--- config.mk ---
export PLATFORM = sky130hd
export DESIGN_NAME = cp0_int_ctrl_flat
export DESIGN_NICKNAME = d
export VERILOG_FILES = /design/src/rtl/cp0_int_ctrl_if.sv /design/src/rtl/cp0_int_ctrl.sv /design/src/flat_wrapper.sv
export SDC_FILE = /design/constraint.sdc
export NUM_CORES = 1
export LEC_CHECK = 0
export ABC_AREA = 1
export BUFFER_PORTS_ARGS = -buffer_cell sky130_fd_sc_hd__buf_2
export CORE_MARGIN = 10
export CORE_UTILIZATION = 48
export DETAILED_ROUTE_END_ITERATION = 16
export GPL_TIMING_DRIVEN = 0
export PLACE_DENSITY = 0.85
export SYNTH_ARGS = -nofsm -noshare
export SYNTH_HDL_FRONTEND = slang
export SYNTH_SLANG_ARGS = --single-unit
--- constraint.sdc ---
create_clock -name clk -period 2.4 [get_ports clk]
set_clock_uncertainty 0.1 [all_clocks]
set_input_delay 0.72 -clock clk [delete_from_list [all_inputs] [get_ports clk]]
set_output_delay 0.72 -clock clk [all_outputs]
set_load 0.01 [all_outputs]
--- src/rtl/cp0_int_ctrl_if.sv ---
// Bus between the pipeline and CP0.
// The master (pipeline side) drives the mfc0/mtc0 controls, the exception and eret
// strobes, and the device interrupt lines.
// The slave (CP0) returns IntReq, EPC and the mfc0 read data DOut.
interface cp0_int_ctrl_if;
    logic [4:0]  A1;
    logic [4:0]  A2;
    logic [31:0] DIn;
    logic        WE;
    logic [31:0] PC;
    logic        BDIn;
    logic [4:0]  ExcCodeIn;
    logic [5:0]  HWInt;
    logic        EXLSet;
    logic        EXLClr;
    logic        IntReq;
    logic [31:0] EPC;
    logic [31:0] DOut;

    modport master (
        output A1, A2, DIn, WE, PC, BDIn, ExcCodeIn, HWInt, EXLSet, EXLClr,
        input  IntReq, EPC, DOut
    );

    modport slave (
        input  A1, A2, DIn, WE, PC, BDIn, ExcCodeIn, HWInt, EXLSet, EXLClr,
        output IntReq, EPC, DOut
    );
endinterface

--- src/rtl/cp0_int_ctrl.sv ---
// Coprocessor-0 interrupt/exception control: SR, Cause, EPC and PrID.
// Ports:
//   clk   - system clock; all state updates on the rising edge
//   reset - synchronous, active-high reset
//   bus   - cp0_int_ctrl_if.slave, carrying:
//             mfc0 read port (A1 -> DOut)
//             mtc0 write port (A2, DIn, WE)
//             exception entry (EXLSet, PC, BDIn, ExcCodeIn)
//             eret (EXLClr)
//             device interrupts (HWInt)
//             IntReq and EPC outputs
module cp0_int_ctrl #(
    parameter logic [31:0] PRID = 32'h4D49_5053
) (
    input  logic           clk,
    input  logic           reset,
    cp0_int_ctrl_if.slave  bus
);
    localparam logic [4:0] REG_SR    = 5'd12;
    localparam logic [4:0] REG_CAUSE = 5'd13;
    localparam logic [4:0] REG_EPC   = 5'd14;
    localparam logic [4:0] REG_PRID  = 5'd15;

    localparam int unsigned IM_W  = 6;
    localparam int unsigned EXC_W = 5;
    localparam int unsigned EPC_W = 30;

    // Only the implemented fields are stored; every other bit reads as zero.
    logic [IM_W-1:0]  im_q,      im_d;
    logic             exl_q,     exl_d;
    logic             ie_q,      ie_d;
    logic             bd_q,      bd_d;
    logic [IM_W-1:0]  ip_q,      ip_d;
    logic [EXC_W-1:0] exccode_q, exccode_d;
    logic [EPC_W-1:0] epc_q,     epc_d;

    logic sr_we_c;
    logic epc_we_c;

    // Bits of the bus that no register field stores.
    logic unused_bits_c;
    assign unused_bits_c = ^{bus.PC[1:0], bus.DIn[9:2]};

    assign sr_we_c  = bus.WE && (bus.A2 == REG_SR);
    assign epc_we_c = bus.WE && (bus.A2 == REG_EPC);

    // Next state. For EXL and EPC, EXLSet beats EXLClr, which beats mtc0.
    always_comb begin
        im_d      = im_q;
        exl_d     = exl_q;
        ie_d      = ie_q;
        bd_d      = bd_q;
        exccode_d = exccode_q;
        epc_d     = epc_q;
        ip_d      = bus.HWInt;

        if (sr_we_c) begin
            im_d  = bus.DIn[15:10];
            ie_d  = bus.DIn[0];
            exl_d = bus.DIn[1];
        end
        if (epc_we_c) begin
            epc_d = bus.DIn[31:2];
        end

        if (bus.EXLSet) begin
            exl_d     = 1'b1;
            epc_d     = bus.PC[31:2];
            bd_d      = bus.BDIn;
            exccode_d = bus.ExcCodeIn;
        end else if (bus.EXLClr) begin
            exl_d = 1'b0;
        end
    end

    // State register; reset takes precedence over every update source.
    always_ff @(posedge clk) begin
        if (reset) begin
            im_q      <= '0;
            exl_q     <= 1'b0;
            ie_q      <= 1'b0;
            bd_q      <= 1'b0;
            ip_q      <= '0;
            exccode_q <= '0;
            epc_q     <= '0;
        end else begin
            im_q      <= im_d;
            exl_q     <= exl_d;
            ie_q      <= ie_d;
            bd_q      <= bd_d;
            ip_q      <= ip_d;
            exccode_q <= exccode_d;
            epc_q     <= epc_d;
        end
    end

    // IntReq uses live HWInt so a pending device line is seen without latency.
    assign bus.IntReq = (|(bus.HWInt & im_q)) & ie_q & ~exl_q;
    assign bus.EPC    = {epc_q, 2'b00};

    // mfc0 read mux from registered state; no bypass of same-cycle writes.
    always_comb begin
        bus.DOut = 32'h0;
        unique case (bus.A1)
            REG_SR:    bus.DOut = {16'h0, im_q, 8'h0, exl_q, ie_q};
            REG_CAUSE: bus.DOut = {bd_q, 15'h0, ip_q, 3'h0, exccode_q, 2'b00};
            REG_EPC:   bus.DOut = {epc_q, 2'b00};
            REG_PRID:  bus.DOut = PRID;
            default:   bus.DOut = 32'h0;
        endcase
    end
endmodule

--- src/flat_wrapper.sv ---
// flat-port wrapper written by rule: the top's interface ports become plain ports
module cp0_int_ctrl_flat 
#(
    parameter logic [31:0] PRID = 32'h4D49_5053
)
  (clk, reset, bus_A1, bus_A2, bus_DIn, bus_WE, bus_PC, bus_BDIn, bus_ExcCodeIn, bus_HWInt, bus_EXLSet, bus_EXLClr, bus_IntReq, bus_EPC, bus_DOut);
  cp0_int_ctrl_if bus_i ();
  input  logic clk;
  input  logic reset;
  input wire logic [$bits(bus_i.A1)-1:0] bus_A1;
  input wire logic [$bits(bus_i.A2)-1:0] bus_A2;
  input wire logic [$bits(bus_i.DIn)-1:0] bus_DIn;
  input wire logic [$bits(bus_i.WE)-1:0] bus_WE;
  input wire logic [$bits(bus_i.PC)-1:0] bus_PC;
  input wire logic [$bits(bus_i.BDIn)-1:0] bus_BDIn;
  input wire logic [$bits(bus_i.ExcCodeIn)-1:0] bus_ExcCodeIn;
  input wire logic [$bits(bus_i.HWInt)-1:0] bus_HWInt;
  input wire logic [$bits(bus_i.EXLSet)-1:0] bus_EXLSet;
  input wire logic [$bits(bus_i.EXLClr)-1:0] bus_EXLClr;
  output wire logic [$bits(bus_i.IntReq)-1:0] bus_IntReq;
  output wire logic [$bits(bus_i.EPC)-1:0] bus_EPC;
  output wire logic [$bits(bus_i.DOut)-1:0] bus_DOut;
  assign bus_i.A1 = bus_A1;
  assign bus_i.A2 = bus_A2;
  assign bus_i.DIn = bus_DIn;
  assign bus_i.WE = bus_WE;
  assign bus_i.PC = bus_PC;
  assign bus_i.BDIn = bus_BDIn;
  assign bus_i.ExcCodeIn = bus_ExcCodeIn;
  assign bus_i.HWInt = bus_HWInt;
  assign bus_i.EXLSet = bus_EXLSet;
  assign bus_i.EXLClr = bus_EXLClr;
  assign bus_IntReq = bus_i.IntReq;
  assign bus_EPC = bus_i.EPC;
  assign bus_DOut = bus_i.DOut;
  cp0_int_ctrl #(.PRID(PRID)) u_core (.clk(clk), .reset(reset), .bus(bus_i));
endmodule
Yosys cells after proc, flatten, opt, wreduce, memory -nomap -nowiden:

Index checks and enable logic that the tools add are counted.

* bits in registers: 50
* input port bits: 91
* word-level logic and storage cells: 28

* equal/unequal tests: 6
* multiplexer cells: 6
* bitwise operators: 4
* reduce and logical (&&, ||, !) cells: 5

Operators with widths (count)
* 32-bit one-hot mux with 4 select lines: 1
* 30-bit 2-to-1 mux: 2
* 5-bit by 4-bit == test with 1-bit output (second input constant): 6
* 6-bit AND: 1
* 6-bit OR reduction: 1
* 1-bit 2-to-1 mux: 3
* 3-bit nonzero test: 1
* 1-bit AND: 2
* 1-bit logical AND: 2
* 2-bit nonzero test: 1
* 1-bit NOT: 1

Depth between registers and ports, before layout:

* depth in word-level cells: 5
* mapped depth: 7
* mapped depth without buffers: 6

Worst setup path after synthesis:

Ideal clock, no wire load.

* path type: input -> output
* from: input bus_A1[3]
* to: output bus_DOut[0]
* data arrival time: 1.367 ns
* data required time: 1.580 ns
* slack: 0.213 ns
* cell stages on the path: 4
* buffers on the path: 0
* path through: nand2_1 -> nor2_2 -> nand2_1 -> o21ai_0

* cells in the longest elaborated chain, start to end: 2
* elaborated cells on any way between the ends: 5
* classes of those cells: eq/ne (4); mux (1)

RTL lines
* start, declared: line flat_wrapper.sv:10 `input wire logic [$bits(bus_i.A1)-1:0] bus_A1;`
* 5-bit by 4-bit == test with 1-bit output: line cp0_int_ctrl.sv:104 `unique case (bus.A1)`
* 32-bit one-hot mux with 4 select lines (*): line cp0_int_ctrl.sv:104
* end, declared: line flat_wrapper.sv:22 `output wire logic [$bits(bus_i.DOut)-1:0] bus_DOut;`

Every way passes the cells marked *; elsewhere a longest branch is shown, timed or not.

Final worst setup path:

* from: input bus_A1[3]
* to: output bus_DOut[9]

The elaborated chain is that of the path after synthesis.

==> run_results.csv <==
group,metric,value,unit
run_status,status,"complete, but fails checks",
run_status,violations,"setup timing",
drt,antenna_left,0,
floorplanning,dieWidth,95.5,um
final_layout,multi_input_comb_area,1530,um2
grt,antenna_found_initial,0,
synthesis,ys_warn_count,0,
final_layout,layout-drive-gt1-share,39.7,%
critical_path,worstPathRequired,1.58,ns
drt,first_pass_iters,7,
synthesis,synth_cells,431,
drt,wl_per_cell,17.2,um
clock_tree,cts_buffer_depth,2,
final_layout,regArea,1000,um2
floorplanning,dieArea,9110,um2
synthesis,muxShareOfSynthArea,0,%
floorplanning,coreArea,5510,um2
drt,drt_iter0_drc,364,
synthesis,syn_area,2730,um2
clock_tree,clk-insertion-delay-late,0.31,ns
timing,drv_slew,0,
grt,grt-ovfl-total,0,
critical_path,endpoint_kind,"output port",
final_layout,stdcell_area,4190,um2
critical_path,crit_type,"in2out",
power_and_ir_drop,peakVddDrop,234,uV
timing,setup_viol,12,
final_layout,layout.nets,697,
synthesis,synthSimpleGateAreaFrac,40.1,%
worst_hold_path,hp-class,"reg2reg",
grt,grt_pass1_vias,3387,
final_layout,n_fill_cell,430,
final_layout,final_cells,679,
timing,final_hold_viol_count,0,
floorplanning,io-pin-count,156,
synthesis,ys_ff_latch,50,
place,gp_congestion,0.851,
power_and_ir_drop,power_density,492,nW/um2
critical_path,crit_arrival,1.62,ns
synthesis,syn_avg_cell_area,6.34,um2
run,maxCapViolCount,0,
grt,track_usage,21.8,%
power_and_ir_drop,power,2060,uW
floorplanning,fp.dieH,95.5,um
drt,wirelength,11.7,mm
clock_tree,numCtsBuffers,5,
timing,worst_slack,-0.0354,ns
clock_tree,path_clk_slew,0.10,ns
grt,grt_max_degree,17,
place,placed_area,3580,um2
power_and_ir_drop,leakagePower,0.00223,uW
drt,drcViolationCount,0,
place,dp_cells,655,
timing,timing.fmax,411,MHz
synthesis,synthAdderAreaFrac,0,%
clock_tree,cts_tree,"built",
synthesis,synth_top_family_by_area,"simple AND/OR/NAND/NOR gates",
place,hpwl,7.99,mm
final_layout,area_growth,53.5,%
grt,grt_pass1_wl,16.0,mm
timing,final.period_utilization,101,%
timing,min_period,2.44,ns
clock_tree,h-tree-depth,2,
timing,rsz0062_at_grt,"true",
clock_tree,clockRootBuffer,"clkbuf_8",
floorplanning,rows,27,
place,io_buffers,151,
synthesis,synth_xor_area_share,0,%
floorplanning,start_util,49.6,%
critical_path,start_kind,"primary input",
critical_path,cp_max_fo,5,
synthesis,synth_cell_types,22,
drt,vias_per_cell,5.36,
drt,num_vias,3641,
synthesis,synth_compound_area_share,10.8,%
clock_tree,clock-sinks,50,
final_layout,diodes,0,
synthesis,seq_area_frac_synth,36.6,%
## through the flow
stage	hold slack (ns)	setup WS, ns	TNS, ns	utilization [%]
floorplan	0.338	0.213	0	-
global placement	0.357	-0.162	-2.95	65.1
detailed placement	0.364	-0.151	-3.21	65.1
CTS	0.380	-0.0463	-0.0745	70.8
global route	0.403	-0.0713	-1.23	76.2
finish	0.404	-0.0354	-0.230	76.2
## final cells by class
class / count / share of cell area (%)
buffer: 33 / 6.50
clock buffer: 5 / 1.64
clock inverter: 3 / 1.64
inverter: 32 / 2.92
multi-input combinational: 317 / 36.5
sequential: 50 / 23.9
tap: 72 / 2.15
timing repair buffer: 167 / 24.8
## path summary, 6_finish.rpt
check	endpoint	slack [ns]	depth (start not counted)	startpoint
worst max-delay path	bus_DOut[9]	-0.04	8	bus_A1[3]
worst min-delay path	u_core.im_q[4]	0.40	2	u_core.im_q[4]
worst max register to register	u_core.epc_q[1]	1.56	2	u_core.epc_q[1]
worst min register to register	u_core.im_q[4]	0.40	2	u_core.im_q[4]
## critical path, stage by stage
cell,delay [ns]
buf_8,0.07
nand2_4,0.06
nor2_4,0.15
buf_6,0.14
nand2_4,0.07
buf_8,0.14
nor2_2,0.10
buf_2,0.15
## cells in the mapped netlist (all sizes together)
cell	number	area share [%]
a21oi	38	7.0
conb	1	0.14
inv	32	4.4
nand3	71	13
nand2	146	20
dfxtp	50	37
clkbuf	2	0.27
nand4	2	0.46
nor3	1	0.18
buf	31	7.6
o21ai	15	2.7
o211ai	4	1.1
nor2	38	6.0
## placed cells by master, fill, tap and decap left out
| cell type | instances |
|---|---|
| nand3_4 | 2 |
| buf_1 | 1 |
| inv_2 | 2 |
| dfxtp_1 | 50 |
| nand3_1 | 61 |
| o21ai_0 | 13 |
| nand4_1 | 2 |
| buf_6 | 21 |
| clkbuf_16 | 3 |
| nor2_2 | 10 |
| buf_4 | 17 |
| nand3_2 | 8 |
| o21ai_1 | 2 |
| nand2_2 | 5 |
| buf_16 | 1 |
| nand2_4 | 3 |
| nor2_4 | 5 |
| nor2_1 | 23 |
| o211ai_1 | 4 |
| nand2_1 | 138 |
| clkbuf_1 | 2 |
| inv_4 | 1 |
| nor3_1 | 1 |
| a21oi_1 | 38 |
| buf_8 | 6 |
| clkinv_4 | 1 |
| buf_2 | 149 |
| inv_1 | 29 |
| clkbuf_8 | 5 |
| conb_1 | 2 |
| bufinv_16 | 2 |
## state kept, by name, summed over array words and instances (netlist names)
name	flops
u_core.exl_q	1
u_core.epc_q	30
u_core.bd_q	1
u_core.im_q	6
u_core.exccode_q	5
u_core.ie_q	1
u_core.ip_q	6
## what timing repair did
item	4_1_cts	5_1_grt
hold buffers	0	0
pin swaps	3	15
setup endpoints to repair	31	31
setup buffers	5	5
gates resized for setup	32	44
cloned	2	4
## cell families after synthesis
logic type,after synthesis
buffers and inverters,65
flip-flops,50
other,1
AND/OR/NAND/NOR,258
AO/OA/AOI/OAI,57
## metal layers
metal / global-route usage, % / routed length [um] / vias to the layer above
met5: 0 / 0 / -
met4: 5.65 / 315 / 0
met3: 6.13 / 1220 / 37
met2: 39.3 / 5820 / 253
met1: 24.8 / 4350 / 1632
li1: - / - / 1719
## power by group
| group | switching [uW] | internal (uW) |
|---|---|---|
| clock network | 302 | 418 |
| registers | 36.0 | 875 |
| logic | 236 | 197 |
| total | 574 | 1490 |
(Power assumes the default switching activity.)
